## src/rtl/alu_pkg.sv

```systemverilog
// Shared types for the two-requester ALU sharing controller.
// Latency: n/a (types and constants only).
// Backpressure: n/a.
package alu_pkg;

    // Opcode encoding understood by Decode_And_Execute
    typedef enum logic [2:0] {
        OP_ADD = 3'd0,
        OP_SUB = 3'd1,
        OP_AND = 3'd2,
        OP_OR  = 3'd3,
        OP_ROL = 3'd4,
        OP_ASR = 3'd5,
        OP_EQ  = 3'd6,
        OP_GT  = 3'd7
    } alu_op_e;

    // Controller FSM states; encoding 2'd3 is unused and recovers to IDLE
    typedef enum logic [1:0] {
        ST_IDLE = 2'd0,
        ST_EXEC = 2'd1,
        ST_RESP = 2'd2
    } alu_state_e;

    // One captured operation plus the requester that issued it
    typedef struct packed {
        logic [2:0] sel;
        logic [3:0] rs;
        logic [3:0] rt;
        logic       id;
    } alu_req_t;

    // Requester index of a one-hot two-way grant
    function automatic logic gnt_to_id(input logic [1:0] gnt);
        return gnt[1];
    endfunction

endpackage

```

## src/rtl/alu_share_ctrl_if.sv

```systemverilog
// Request/response bundle between two requesters, a consumer and the shared ALU controller.
// Latency: n/a (wiring only).
// Backpressure: reqX_ready gates each request, rsp_ready gates the response.
interface alu_share_ctrl_if;

    logic       req0_valid;
    logic       req0_ready;
    logic [2:0] req0_sel;
    logic [3:0] req0_rs;
    logic [3:0] req0_rt;

    logic       req1_valid;
    logic       req1_ready;
    logic [2:0] req1_sel;
    logic [3:0] req1_rs;
    logic [3:0] req1_rt;

    logic       rsp_valid;
    logic       rsp_ready;
    logic       rsp_id;
    logic [3:0] rsp_rd;

    // Requester/consumer side
    modport master (
        output req0_valid, req0_sel, req0_rs, req0_rt,
        output req1_valid, req1_sel, req1_rs, req1_rt,
        output rsp_ready,
        input  req0_ready, req1_ready,
        input  rsp_valid, rsp_id, rsp_rd
    );

    // Controller side
    modport slave (
        input  req0_valid, req0_sel, req0_rs, req0_rt,
        input  req1_valid, req1_sel, req1_rs, req1_rt,
        input  rsp_ready,
        output req0_ready, req1_ready,
        output rsp_valid, rsp_id, rsp_rd
    );

endinterface

```

## src/rtl/Decode_And_Execute.sv

```systemverilog
// Combinational 4-bit ALU: decodes a 3-bit opcode and produces a 4-bit result.
// Latency: 0 cycles (pure combinational).
// Backpressure: none.
module Decode_And_Execute (
    input  logic [2:0] sel,
    input  logic [3:0] rs,
    input  logic [3:0] rt,
    output logic [3:0] rd
);

    // Opcode decode; arithmetic wraps modulo 16, compares are unsigned
    always_comb begin
        rd = 4'd0;
        case (sel)
            3'b000:  rd = rs + rt;
            3'b001:  rd = rs - rt;
            3'b010:  rd = rs & rt;
            3'b011:  rd = rs | rt;
            3'b100:  rd = {rs[2:0], rs[3]};
            3'b101:  rd = {rt[3], rt[3:1]};
            3'b110:  rd = {3'b111, rs == rt};
            3'b111:  rd = {3'b101, rs > rt};
            default: rd = 4'd0;
        endcase
    end

endmodule

```

## src/rtl/alu_rr_arb2.sv

```systemverilog
// Two-way arbiter: round-robin on ties (FAIR_RR=1) or fixed priority to requester 0.
// Latency: 0 cycles (grant is combinational from valid/en/last_gnt).
// Backpressure: en low forces no grant; a single valid requester is granted directly.
module alu_rr_arb2 #(
    parameter bit FAIR_RR = 1'b1
) (
    input  logic [1:0] valid,
    input  logic       en,
    input  logic       last_gnt,
    output logic [1:0] gnt
);

    // One-hot grant; on a tie the requester not served last wins when fair
    always_comb begin
        gnt = 2'b00;
        if (en) begin
            case (valid)
                2'b01:   gnt = 2'b01;
                2'b10:   gnt = 2'b10;
                2'b11:   gnt = FAIR_RR ? (last_gnt ? 2'b01 : 2'b10) : 2'b01;
                default: gnt = 2'b00;
            endcase
        end
    end

endmodule

```

## src/rtl/alu_share_ctrl.sv

```systemverilog
// Shares one combinational ALU between two requesters; result returned with owner ID.
// Latency: handshake cycle, one EXEC cycle, then rsp_valid; one op per 3 cycles at best.
// Backpressure: no request is accepted until the response leaves on rsp_ready.
// Optional grant counters: define ALU_SHARE_STATS_EN to add gnt_cnt0/gnt_cnt1.
module alu_share_ctrl
    import alu_pkg::*;
#(
    parameter bit FAIR_RR = 1'b1,
    parameter int CNT_W   = 8
) (
    input  logic             clk,
    input  logic             rst_n,
    alu_share_ctrl_if.slave  bus
`ifdef ALU_SHARE_STATS_EN
    ,
    output logic [CNT_W-1:0] gnt_cnt0,
    output logic [CNT_W-1:0] gnt_cnt1
`endif
);

    if (CNT_W < 1) begin : g_bad_cnt_w
        $error("CNT_W must be at least 1");
    end

    alu_state_e state_q;
    alu_state_e state_d;
    logic       last_gnt;
    logic [1:0] valid;
    logic [1:0] gnt;
    logic       arb_en;
    logic       hs;
    alu_req_t   op_in;
    alu_req_t   cap;
    logic [3:0] alu_rd;
    logic [3:0] rsp_rd_q;
    logic       rsp_id_q;

    assign valid  = {bus.req1_valid, bus.req0_valid};
    // Reset gates the arbiter so no ready escapes while rst_n is low
    assign arb_en = rst_n && (state_q == ST_IDLE);
    assign hs     = |gnt;

    alu_rr_arb2 #(
        .FAIR_RR (FAIR_RR)
    ) u_arb (
        .valid    (valid),
        .en       (arb_en),
        .last_gnt (last_gnt),
        .gnt      (gnt)
    );

    assign bus.req0_ready = gnt[0];
    assign bus.req1_ready = gnt[1];

    // Select the winning requester's operands for capture
    always_comb begin
        op_in.sel = bus.req0_sel;
        op_in.rs  = bus.req0_rs;
        op_in.rt  = bus.req0_rt;
        op_in.id  = gnt_to_id(gnt);
        if (gnt[1]) begin
            op_in.sel = bus.req1_sel;
            op_in.rs  = bus.req1_rs;
            op_in.rt  = bus.req1_rt;
        end
    end

    // State register
    always_ff @(posedge clk or negedge rst_n) begin
        if (!rst_n) begin
            state_q <= ST_IDLE;
        end else begin
            state_q <= state_d;
        end
    end

    // Next state: accept in IDLE, one evaluate cycle, hold response until taken
    always_comb begin
        state_d = state_q;
        case (state_q)
            ST_IDLE: if (hs) state_d = ST_EXEC;
            ST_EXEC: state_d = ST_RESP;
            ST_RESP: if (bus.rsp_ready) state_d = ST_IDLE;
            default: state_d = ST_IDLE;
        endcase
    end

    // Capture operands and remember the winner on each request handshake
    always_ff @(posedge clk or negedge rst_n) begin
        if (!rst_n) begin
            cap      <= '0;
            last_gnt <= 1'b1;
        end else if (hs) begin
            cap      <= op_in;
            last_gnt <= op_in.id;
        end
    end

    Decode_And_Execute u_alu (
        .sel (cap.sel),
        .rs  (cap.rs),
        .rt  (cap.rt),
        .rd  (alu_rd)
    );

    // Register the ALU result and owner in EXEC; held untouched through RESP
    always_ff @(posedge clk or negedge rst_n) begin
        if (!rst_n) begin
            rsp_rd_q <= 4'd0;
            rsp_id_q <= 1'b0;
        end else if (state_q == ST_EXEC) begin
            rsp_rd_q <= alu_rd;
            rsp_id_q <= cap.id;
        end
    end

    assign bus.rsp_valid = (state_q == ST_RESP);
    assign bus.rsp_rd    = rsp_rd_q;
    assign bus.rsp_id    = rsp_id_q;

`ifdef ALU_SHARE_STATS_EN
    // Saturating per-requester grant counters
    always_ff @(posedge clk or negedge rst_n) begin
        if (!rst_n) begin
            gnt_cnt0 <= '0;
            gnt_cnt1 <= '0;
        end else begin
            if (gnt[0] && (gnt_cnt0 != {CNT_W{1'b1}})) gnt_cnt0 <= gnt_cnt0 + 1'b1;
            if (gnt[1] && (gnt_cnt1 != {CNT_W{1'b1}})) gnt_cnt1 <= gnt_cnt1 + 1'b1;
        end
    end
`endif

endmodule
```

## src/flat_wrapper.sv

```systemverilog
// flat-port wrapper written by rule: the top's interface ports become plain ports
module alu_share_ctrl_flat import alu_pkg::*;
#(
    parameter bit FAIR_RR = 1'b1,
    parameter int CNT_W   = 8
)
  (clk, rst_n, bus_req0_valid, bus_req0_sel, bus_req0_rs, bus_req0_rt, bus_req1_valid, bus_req1_sel, bus_req1_rs, bus_req1_rt, bus_rsp_ready, bus_req0_ready, bus_req1_ready, bus_rsp_valid, bus_rsp_id, bus_rsp_rd);
  alu_share_ctrl_if bus_i ();
  input  logic clk;
  input  logic rst_n;
  input wire logic [$bits(bus_i.req0_valid)-1:0] bus_req0_valid;
  input wire logic [$bits(bus_i.req0_sel)-1:0] bus_req0_sel;
  input wire logic [$bits(bus_i.req0_rs)-1:0] bus_req0_rs;
  input wire logic [$bits(bus_i.req0_rt)-1:0] bus_req0_rt;
  input wire logic [$bits(bus_i.req1_valid)-1:0] bus_req1_valid;
  input wire logic [$bits(bus_i.req1_sel)-1:0] bus_req1_sel;
  input wire logic [$bits(bus_i.req1_rs)-1:0] bus_req1_rs;
  input wire logic [$bits(bus_i.req1_rt)-1:0] bus_req1_rt;
  input wire logic [$bits(bus_i.rsp_ready)-1:0] bus_rsp_ready;
  output wire logic [$bits(bus_i.req0_ready)-1:0] bus_req0_ready;
  output wire logic [$bits(bus_i.req1_ready)-1:0] bus_req1_ready;
  output wire logic [$bits(bus_i.rsp_valid)-1:0] bus_rsp_valid;
  output wire logic [$bits(bus_i.rsp_id)-1:0] bus_rsp_id;
  output wire logic [$bits(bus_i.rsp_rd)-1:0] bus_rsp_rd;
  assign bus_i.req0_valid = bus_req0_valid;
  assign bus_i.req0_sel = bus_req0_sel;
  assign bus_i.req0_rs = bus_req0_rs;
  assign bus_i.req0_rt = bus_req0_rt;
  assign bus_i.req1_valid = bus_req1_valid;
  assign bus_i.req1_sel = bus_req1_sel;
  assign bus_i.req1_rs = bus_req1_rs;
  assign bus_i.req1_rt = bus_req1_rt;
  assign bus_i.rsp_ready = bus_rsp_ready;
  assign bus_req0_ready = bus_i.req0_ready;
  assign bus_req1_ready = bus_i.req1_ready;
  assign bus_rsp_valid = bus_i.rsp_valid;
  assign bus_rsp_id = bus_i.rsp_id;
  assign bus_rsp_rd = bus_i.rsp_rd;
  alu_share_ctrl #(.FAIR_RR(FAIR_RR), .CNT_W(CNT_W)) u_core (.clk(clk), .rst_n(rst_n), .bus(bus_i));
endmodule
```

## config.mk

```make
export PLATFORM = sky130hd
export DESIGN_NAME = alu_share_ctrl_flat
export DESIGN_NICKNAME = d
export VERILOG_FILES = /design/src/rtl/alu_pkg.sv /design/src/rtl/alu_share_ctrl_if.sv /design/src/rtl/Decode_And_Execute.sv /design/src/rtl/alu_rr_arb2.sv /design/src/rtl/alu_share_ctrl.sv /design/src/flat_wrapper.sv
export SDC_FILE = /design/constraint.sdc
export NUM_CORES = 1
export LEC_CHECK = 0
export ABC_AREA = 1
export BUFFER_PORTS_ARGS = -buffer_cell sky130_fd_sc_hd__buf_2
export CAP_MARGIN = 15
export CELL_PAD_IN_SITES_DETAIL_PLACEMENT = 2
export CELL_PAD_IN_SITES_GLOBAL_PLACEMENT = 2
export CORE_ASPECT_RATIO = 1.75
export CORE_MARGIN = 2
export CORE_UTILIZATION = 30
export DETAILED_ROUTE_END_ITERATION = 8
export GPL_TIMING_DRIVEN = 0
export MAX_ROUTING_LAYER = met4
export PLACE_DENSITY_LB_ADDON = 0.1
export RECOVER_POWER = 100
export SYNTH_ARGS = -nofsm -noshare
export SYNTH_HDL_FRONTEND = slang
export SYNTH_SLANG_ARGS = --single-unit
```

## constraint.sdc

```tcl
create_clock -name clk -period 2 [get_ports clk]
set_input_delay 0.3 -clock clk [delete_from_list [all_inputs] [get_ports clk]]
set_output_delay 0.3 -clock clk [all_outputs]
set_load 0.05 [all_outputs]
```

==> out/metrics.yaml, run 1 <==
run_status:
  status: "finished with violations"
  violations: "hold timing"
drt:
  wl_per_cell_um: 15.1
  drtAntennaViolNets: 0
  drt-total-wl_mm: 4.73
  drt_iter0_markers: 25
  firstDrtPassIters: 3
  num_vias: 1551
  via_per_inst: 4.94
  drc: 0
pwr:
  p_clk_share_pct: 12.4
  leakage_nw: 1.02
  p_switching_mw: 1.75
  p_per_area_nw_per_um2: 1770
  ir_drop_v: 0.000543
  p_int_mw: 1.57
  switching_share_pct: 52.7
  combPwrFrac_pct: 64.6
  seqPwrFrac_pct: 23.0
grt:
  antenna_found_initial: 0
  overflow: 0
  grt_pass1_vias: 1814
  grt_usage_pct: 19.2
  grt_start_max_net_pins: 22
  grt_pass1_wl_mm: 8.45
cts:
  ctsHoldBuffers: 0
  clk_latency_ns: 0.27
  cts_sinks: 20
  cts_max_path_buffers: 2
  h-tree-depth: 1
  cts_tree: "yes"
  cts_buffers: 3
  clk_transition_reported_paths_ns: 0.08
  root_buffer: "clkbuf_8"
  post_cts_buffers: 0
synth:
  yosysWarnings: 0
  syn_inst: 221
  yosysTopAreaCell: "dfrtp_1"
  ys_seq_elements: 20
  synthTopCellsByArea: "dfrtp_1 30%, o21ai_1 10%, inv_1 10%"
  synth_nets: 262
  yosysSeqAreaShare_pct: 31.7
  netlist_area_um2: 1580
  synth_top_area_share_pct: 30.1
  synth_cell_type_count: 26
  avgSynthCellArea_um2: 7.15
timing:
  finalMaxSlewViolations: 0
  finClkSkew_ns: 0.00891
  worst_slew_pin_slew_ns: 0.598
  tns_ns: 0
  hold_viol_final: 19
  setup_viol: 0
  clock.fmax_ghz: 0.527
  max_slew_margin_pct: 60.3
  rsz0062_at_grt: "no"
  period_needed_ns: 1.90
  period_share_pct: 94.9
  whs_ns: -0.0195
die:
  rows: 35
  initial_core_util_pct: 30.6
  core-area_um2: 5170
  die_y_um: 100
  die-area_um2: 5890
  io_pins: 35
  die_w_um: 58.9
cells_and_area:
  multi_input_area_um2: 833
  fillers: 651
  regArea_um2: 502
  num_antenna_cells: 0
  area_growth_pct: 18.8
  drive_gt1_share_pct: 21.2
  nets: 301
  design_area_um2: 1880
setup_path:
  path_class: "reg -> out"
  regToRegSetupSlack_ns: 0.17
  cp_data_arrival_time_ns: 1.60
  startpoint_type: "register"
  cp-end-kind: "output pin"
  crit_path_max_fanout: 10
  cp.required_ns: 1.70
job:
  drv_cap: 0
placed_design:
  dp_hpwl_mm: 4.07
  finalWeightedCongestion: 0.833
  place_area_um2: 1820
  io_buffers: 34
min_path:
  worstHoldPathType: "in -> async"
[cells in the final DEF (no fill, tap or decap), types with 2 or more instances in the layout]
| cell | instances |
|---|---|
| a21oi_1 | 6 |
| buf_2 | 28 |
| buf_4 | 2 |
| buf_6 | 3 |
| clkbuf_1 | 8 |
| clkbuf_8 | 3 |
| dfrtp_1 | 19 |
| fa_1 | 2 |
| ha_1 | 12 |
| inv_1 | 41 |
| inv_2 | 6 |
| nand2_1 | 35 |
| nand3_1 | 15 |
| nand3_2 | 3 |
| nand4_1 | 2 |
| nor2_1 | 20 |
| nor2_2 | 2 |
| nor3_1 | 2 |
| o21ai_0 | 17 |
| o21ai_1 | 23 |
[metrics by stage]
step	util, %	power, mW	hold WS (ns)	std cells	setup WS (ns)
6_report	36.3	3.32	-0.0195	314	0.102
2_1_floorplan	-	2.35	0.00441	221	0.464
3_3_place_gp	35.2	2.93	0.278	310	0.110
5_1_grt	36.3	3.71	0.00712	314	0.000896
3_5_place_dp	35.2	2.99	0.287	310	0.0879
4_1_cts	36.6	3.42	0.000474	314	0.0439
[flip-flops by register name, indices dropped and copies added (netlist names)]
register / count
u_core.last_gnt: 1
u_core.state_q: 2
u_core.bus.rsp_id: 1
u_core.cap: 12
u_core.bus.rsp_rd: 4
[per-layer routing]
layer	part of all wire, %	global-route usage (%)	vias to the layer above
li1	-	-	766
met1	37	19.5	744
met2	58	36.8	30
met3	2.2	1.93	11
met4	2.4	6.12	0
met5	0	-	-
[synth_stat cells]
cell / count
ha_1: 12
o21ai_1: 32
dfstp_2: 1
inv_2: 5
dfrtp_1: 19
a21oi_2: 1
nand3b_1: 1
nand3_2: 3
nand2_1: 35
o21ai_0: 8
nor3_1: 2
nand3_1: 15
nor2_2: 3
nor2_4: 1
or2_2: 1
buf_6: 3
buf_4: 3
a21oi_1: 6
inv_1: 42
nand2_2: 1
nor2_1: 19
xnor2_1: 1
buf_2: 2
nand4_1: 2
fa_1: 2
nand3_4: 1
[repair_timing]
action | in CTS | in global routing
gates resized for setup | 0 | 2
setup endpoints to repair | 0 | 2
hold endpoints to repair | 0 | 0
[critical path, cell delays in order, from the launching register on]
cell	delay, ns
dfstp_2	0.54
inv_1	0.06
a21oi_1	0.16
nand2_2	0.13
buf_6	0.16
inv_2	0.06
clkbuf_4	0.22
[cell type report]
class / instances / area share, %
repair buffers: 34 / 8.79
well taps: 55 / 3.66
inverters: 47 / 9.39
plain buffers: 8 / 3.26
flip-flops and latches: 20 / 26.7
clock inverters: 1 / 1.60
clock buffers: 3 / 2.20
multi-input cells: 146 / 44.4
[path summary, 6_finish.rpt]
| path | to | depth (start not counted) | from |
|---|---|---|---|
| setup / recovery | bus_req0_ready | 6 | u_core.last_gnt |
| hold / removal | u_core.bus.rsp_rd[2] | 1 | rst_n |
| setup reg to reg | u_core.bus.rsp_rd[2] | 11 | u_core.cap[5] |
| min in group clk | u_core.state_q[1] | 2 | bus_rsp_ready |
| hold reg to reg | u_core.bus.rsp_rd[1] | 2 | u_core.bus.rsp_rd[1] |
| max in group asynchronous | u_core.last_gnt | 1 | rst_n |
[cell families (layout without fill, tap and decap cells)]
kind of cell    count (synthesis)  after routing  share of synthesized area, %
buf+inv                        55             93                          15.4
simple gates                   84             84                          25.2
fa+ha+maj                      14             14                          12.0
xor+xnor                        1              1                         0.554
compound gates                 47             47                          15.1
flops                          20             20                          31.8
[power groups by stage]
| stage | registers (mW) | clock network [mW] | logic (mW) |
|---|---|---|---|
| after global routing | 0.800 | 0.440 | 2.47 |
| after detailed placement | 0.778 | 0 | 2.22 |
| final | 0.765 | 0.413 | 2.15 |
| after CTS | 0.772 | 0.416 | 2.24 |
| after floorplan | 0.907 | 0 | 1.44 |
| after global placement | 0.759 | 0 | 2.17 |
Note: power is estimated with default switching activity, not from simulation.
==> inputs of run 2 (changes only) <==
--- a/config.mk
+++ b/config.mk
@@ -12,7 +12,7 @@
 export CELL_PAD_IN_SITES_GLOBAL_PLACEMENT = 2
 export CORE_ASPECT_RATIO = 1.75
 export CORE_MARGIN = 2
-export CORE_UTILIZATION = 30
+export CORE_UTILIZATION = 32
 export DETAILED_ROUTE_END_ITERATION = 8
 export GPL_TIMING_DRIVEN = 0
 export MAX_ROUTING_LAYER = met4
==> constraint.sdc (replaced) <==
create_clock -name clk -period 2.25 [get_ports clk]
set_input_delay 0.3375 -clock clk [delete_from_list [all_inputs] [get_ports clk]]
set_output_delay 0.3375 -clock clk [all_outputs]
set_load 0.05 [all_outputs]
==> run 2 against run 1 <==
  * The flow now finishes without violations
  * Via count rose by 0.71%
  * Critical path type is now in -> out
  * Sequential share of layout area rose by 0.16 points
  * First-iteration DRC count fell by 44%
  * Cell area fell by 0.60%
  * Utilization rose by 3.3 points
  * Routed wire length fell by 0.70%
  * Critical path depth rose by 1
  * Clock power fell by 11%
  * Sequential power fell by 12%
  * Global-route usage rose by 0.33 points
  * Flip-flop and latch count did not move
  * Die area fell by 5.9%
==> out/metrics.yaml, run 2 (synthesis gave the netlist of run 1 again) <==
grt:
  antenna_found_initial: 0
  grt_start_max_net_pins: 22
  grt_pass1_vias: 1744
  grt_usage_pct: 19.5
  grt_pass1_wl_mm: 8.18
  overflow: 0
pwr:
  switching_share_pct: 52.6
  p_per_area_nw_per_um2: 1580
  leakage_nw: 1.02
  p_clk_share_pct: 12.4
  combPwrFrac_pct: 64.8
  ir_drop_v: 0.000558
  seqPwrFrac_pct: 22.8
  p_int_mw: 1.39
  p_switching_mw: 1.55
cts:
  cts_tree: "yes"
  cts_max_path_buffers: 2
  clk_transition_reported_paths_ns: 0.08
  cts.repair.resized: 0
  ctsHoldBuffers: 0
  cts_buffers: 3
  h-tree-depth: 1
  post_cts_buffers: 0
  root_buffer: "clkbuf_8"
  clk_latency_ns: 0.27
  cts_sinks: 20
cells_and_area:
  drive_gt1_share_pct: 19.7
  area_growth_pct: 18.1
  num_antenna_cells: 0
  layout.cells.non_filler: 311
  final_common_cell: "inv_1"
  largest_reg_flops: 12
  fillers: 604
  layout_common_cells: "44 x inv_1, 35 x nand2_1, 28 x buf_2"
  nets: 301
  registers.top_by_ff_count: "u_core.cap"
placed_design:
  finalWeightedCongestion: 0.773
  dp_hpwl_mm: 4.00
  io_buffers: 34
  post-place-cells: 307
drt:
  via_per_inst: 5.02
  drt-total-wl_mm: 4.70
  drtAntennaViolNets: 0
  num_vias: 1562
  top_layer_used: "met4"
  wl_per_cell_um: 15.1
  wl_met1_mm: 1.69
  drt_iter0_markers: 14
  firstDrtPassIters: 3
  wl_met3_um: 145
  route.met2.wl_mm: 2.66
  drc: 0
timing:
  clock.fmax_ghz: 0.496
  tns_ns: 0
  worst_slew_pin_slew_ns: 0.615
  rsz0062_at_grt: "no"
  whs_ns: 0.0190
  finalMaxSlewViolations: 0
  finClkSkew_ns: 0.0104
  period_share_pct: 89.6
  hold_viol_final: 0
  max_slew_margin_pct: 59.2
  setup_viol: 0
  period_needed_ns: 2.02
setup_path:
  startpoint_type: "input pin"
  cp_slowest_stage_delay_ns: 0.39
  path_cells: "buf_2, nand3_1, inv_1, nand3_4, buf_2, inv_1, buf_2"
  cp_data_arrival_time_ns: 1.68
  path_class: "in -> out"
  cp-end-kind: "output pin"
  crit_path_top_delay_cell: "buf_2"
  cp_top_family: "buffers and inverters"
  cp.required_ns: 1.91
  crit_path_max_fanout: 21
  worst-path-buf-inv: 5
  path_common_cell: "buf_2"
die:
  initial_core_util_pct: 33.6
  rows: 33
  die_w_um: 57.1
  die_y_um: 97.0
  core-area_um2: 4710
  io_pins: 35
  die-area_um2: 5540
min_path:
  worstHoldPathType: "in -> async"
job:
  drv_cap: 0
run_status:
  status: "completed"
[run 2: cell counts in the layout (fill, tap and decap cells not counted)]
No cell type changed its count.
[run 2: power by group through the flow]
stage | Combinational [mW] | Sequential, mW | Clock (mW)
after floorplan | 1.28 | 0.806 | 0
after global placement | 1.91 | 0.670 | 0
after detailed placement | 1.97 | 0.680 | 0
after CTS | 1.99 | 0.676 | 0.375
after global routing | 2.17 | 0.698 | 0.389
final | 1.91 | 0.670 | 0.366
[run 2: worst register-to-register path, cell delays in order, from the launching register on]
cell	delay (ns)
dfrtp_1	0.39
inv_1	0.15
ha_1	0.18
inv_1	0.07
fa_1	0.42
nor2_1	0.13
nor3_1	0.06
nor2_1	0.13
nand3_1	0.08
nand2_1	0.06
inv_1	0.03
[run 2: path summary, 6_finish.rpt]
| kind | start | slack [ns] | depth (start not counted) | end |
|---|---|---|---|---|
| worst min register to register | u_core.bus.rsp_rd[1] | 0.49 | 2 | u_core.bus.rsp_rd[1] |
| max in group asynchronous | rst_n | 1.88 | 1 | u_core.last_gnt |
| worst min-delay path | rst_n | 0.02 | 1 | u_core.cap[2] |
| worst max register to register | u_core.cap[5] | 0.47 | 10 | u_core.bus.rsp_rd[2] |
| worst max-delay path | rst_n | 0.23 | 7 | bus_req1_ready |
| min in group clk | bus_rsp_ready | 0.24 | 2 | u_core.state_q[1] |
[run 2: area by class of cell]
cell class	instances	area, µm²	area share [%]
timing repair buffer	34	163	8.71
sequential	20	502	26.9
tap	52	65.1	3.49
clock buffer	3	41.3	2.21
multi-input combinational	146	828	44.4
buffer	8	61.3	3.28
inverter	47	176	9.45
clock inverter	1	30.0	1.61
[run 2: metrics by stage]
stage          power, mW  instance area, µm²  utilization, %  setup slack, ns
4_1_cts             3.04                1890            40.1            0.218
3_3_place_gp        2.58                1820            38.6            0.268
6_report            2.94                1870            39.7            0.234
3_5_place_dp        2.65                1820            38.6            0.260
2_1_floorplan       2.09                1580               -            0.714
5_1_grt             3.25                1870            39.7            0.102
[run 2: metal layers]
layer  GRT usage, %  up-vias
met5              -        -
met3           2.81       17
li1               -      764
met2           35.5       38
met1           19.8      743
met4           8.94        0
==> inputs of run 3 (changes only) <==
==> constraint.sdc (replaced) <==
create_clock -name clk -period 2.25 [get_ports clk]
set_input_delay 0.225 -clock clk [delete_from_list [all_inputs] [get_ports clk]]
set_output_delay 0.225 -clock clk [all_outputs]
set_load 0.05 [all_outputs]
==> run 3 against run 2 <==
  * Non-clock buffer count is 2 higher
  * Routed wire length is 2.7% higher
  * Die area stayed put
  * Largest power group unchanged
  * Utilization is 0.48 points higher
  * Combinational power hardly changed
  * Via count is 0.38% higher
  * Fmax is 3.2% higher
  * Critical path depth is 1 higher
  * Worst setup slack better by 0.063 ns
  * Sequential power hardly changed
  * Cell count is 0.64% higher
  * Clock skew is 0.00096 ns lower
==> out/metrics.yaml, run 3 (synthesis gave the netlist of run 1 again) <==
grt:
  overflow: 0
  grt_pass1_vias: 1752
  grt_usage_pct: 20.0
  antenna_found_initial: 0
  grt_start_max_net_pins: 20
  grt_pass1_wl_mm: 8.31
timing:
  fin_ws_ns: 0.297
  period_needed_ns: 1.95
  finClkSkew_ns: 0.00941
  clock.fmax_ghz: 0.512
  period_share_pct: 86.8
  whs_ns: 0.133
  setup_viol: 0
  hold_viol_final: 0
  tns_ns: 0
  rsz0062_at_grt: "no"
  worst_slew_pin_slew_ns: 0.906
  finalMaxSlewViolations: 0
  max_slew_margin_pct: 39.4
setup_path:
  startpoint_type: "input pin"
  cp-end-kind: "output pin"
  worst-path-buf-inv: 6
  cp_slowest_stage_delay_ns: 0.52
  cp_data_arrival_time_ns: 1.73
  path_common_cell: "buf_2"
  crit_path_max_fanout: 10
  path_class: "in -> out"
  r2r-start: "u_core.cap[5]"
  regToRegSetupSlack_ns: 0.47
  cp_top_family: "buffers and inverters"
  cp.required_ns: 2.03
  reg2reg_depth: 10
  crit_path_top_delay_cell: "dlygate4sd3_1"
  rr_endpoint: "u_core.bus.rsp_rd[2]"
  path_cells: "dlygate4sd3_1, buf_2, nand3_2, inv_2, nand3_4, buf_2, inv_1, clkbuf_2"
pwr:
  p_int_mw: 1.40
  switching_share_pct: 52.6
  seqPwrFrac_pct: 22.7
  ir_drop_v: 0.000554
  combPwrFrac_pct: 64.9
  p_switching_mw: 1.55
  leakage_nw: 1.03
  p_clk_share_pct: 12.4
  p_per_area_nw_per_um2: 1560
cts:
  clk_latency_ns: 0.27
  cts.repair.resized: 0
  clk_transition_reported_paths_ns: 0.08
  cts_tree: "yes"
  post_cts_buffers: 0
  cts_sinks: 20
  root_buffer: "clkbuf_8"
  h-tree-depth: 1
  cts_buffers: 3
  cts_max_path_buffers: 2
placed_design:
  finalWeightedCongestion: 0.773
  dpl_worst_slack_ns: 0.460
  dp_hpwl_mm: 4.00
  io_buffers: 34
job:
  drv_cap: 0
min_path:
  worstHoldPathType: "in -> reg"
  holdPathEnd: "u_core.state_q[1]"
  hold_depth: 2
  hp-start: "bus_rsp_ready"
die:
  die_y_um: 97.0
  rows: 33
  io_pins: 35
  die-area_um2: 5540
  core-area_um2: 4710
  die_w_um: 57.1
  initial_core_util_pct: 33.6
drt:
  num_vias: 1568
  wl_per_cell_um: 15.4
  drt_iter0_markers: 15
  drt-total-wl_mm: 4.83
  firstDrtPassIters: 3
  via_per_inst: 5.01
  drtAntennaViolNets: 0
  drc: 0
cells_and_area:
  num_antenna_cells: 0
  final_common_cell: "inv_1"
  registers.top_by_ff_count: "u_core.cap"
  area_growth_pct: 19.6
  drive_gt1_share_pct: 19.9
  nets: 303
  largest_reg_flops: 12
  layout_common_cells: "43 x inv_1, 36 x nand2_1, 27 x buf_2"
run_status:
  status: "completed"
run 3: cell types whose count changed in the layout (fill, tap and decap cells not counted), sizes merged:
cell and change:
buf -1, dlygate4sd3 +2, clkbuf +1
run 3: timing repair:
action	4_1_cts	5_1_grt
hold endpoints to repair	19	0
hold buffers	2	0
endpoints found under the setup margin	0	0
run 3: power by group through the flow:
stage	registers [mW]	logic [mW]	clock network, mW
finish	0.670	1.91	0.365
global route	0.698	2.17	0.389
CTS	0.676	2.00	0.375
detailed placement	0.680	1.97	0
global placement	0.670	1.91	0
floorplan	0.806	1.28	0
run 3: how the worst max path moves through the flow:
stage / slack, ns / startpoint / cells after the start / end
after floorplan: 0.71 / u_core.cap[5] / 9 / u_core.bus.rsp_rd[1]
after global placement: 0.49 / rst_n / 7 / bus_req1_ready
after detailed placement: 0.46 / u_core.cap[5] / 10 / u_core.bus.rsp_rd[2]
after CTS: 0.27 / rst_n / 8 / bus_req1_ready
after global routing: 0.22 / rst_n / 3 / u_core.cap[11]
final: 0.30 / rst_n / 8 / bus_req1_ready
run 3: layout make-up:
class | count | area, µm²
Fill cell | 603 | 2820
Multi-Input combinational cell | 146 | 831
Sequential cell | 20 | 502
Timing Repair Buffer | 36 | 183
Inverter | 47 | 176
Tap cell | 52 | 65.1
Buffer | 8 | 61.3
Clock buffer | 3 | 41.3
Clock inverter | 1 | 30.0
run 3: through the flow:
step	util (%)	instances	total power, mW	instance area (µm²)
final	40.1	313	2.95	1890
after global routing	40.1	313	3.26	1890
after CTS	40.5	313	3.05	1910
after detailed placement	38.6	307	2.65	1820
after global placement	38.6	307	2.58	1820
after floorplan	-	221	2.09	1580
run 3: routing by layer:
metal | share of wire (%) | GRT usage, %
met1 | 36 | 20.2
met2 | 57 | 36.6
met3 | 3.0 | 2.81
met4 | 4.2 | 8.94
met5 | 0 | -
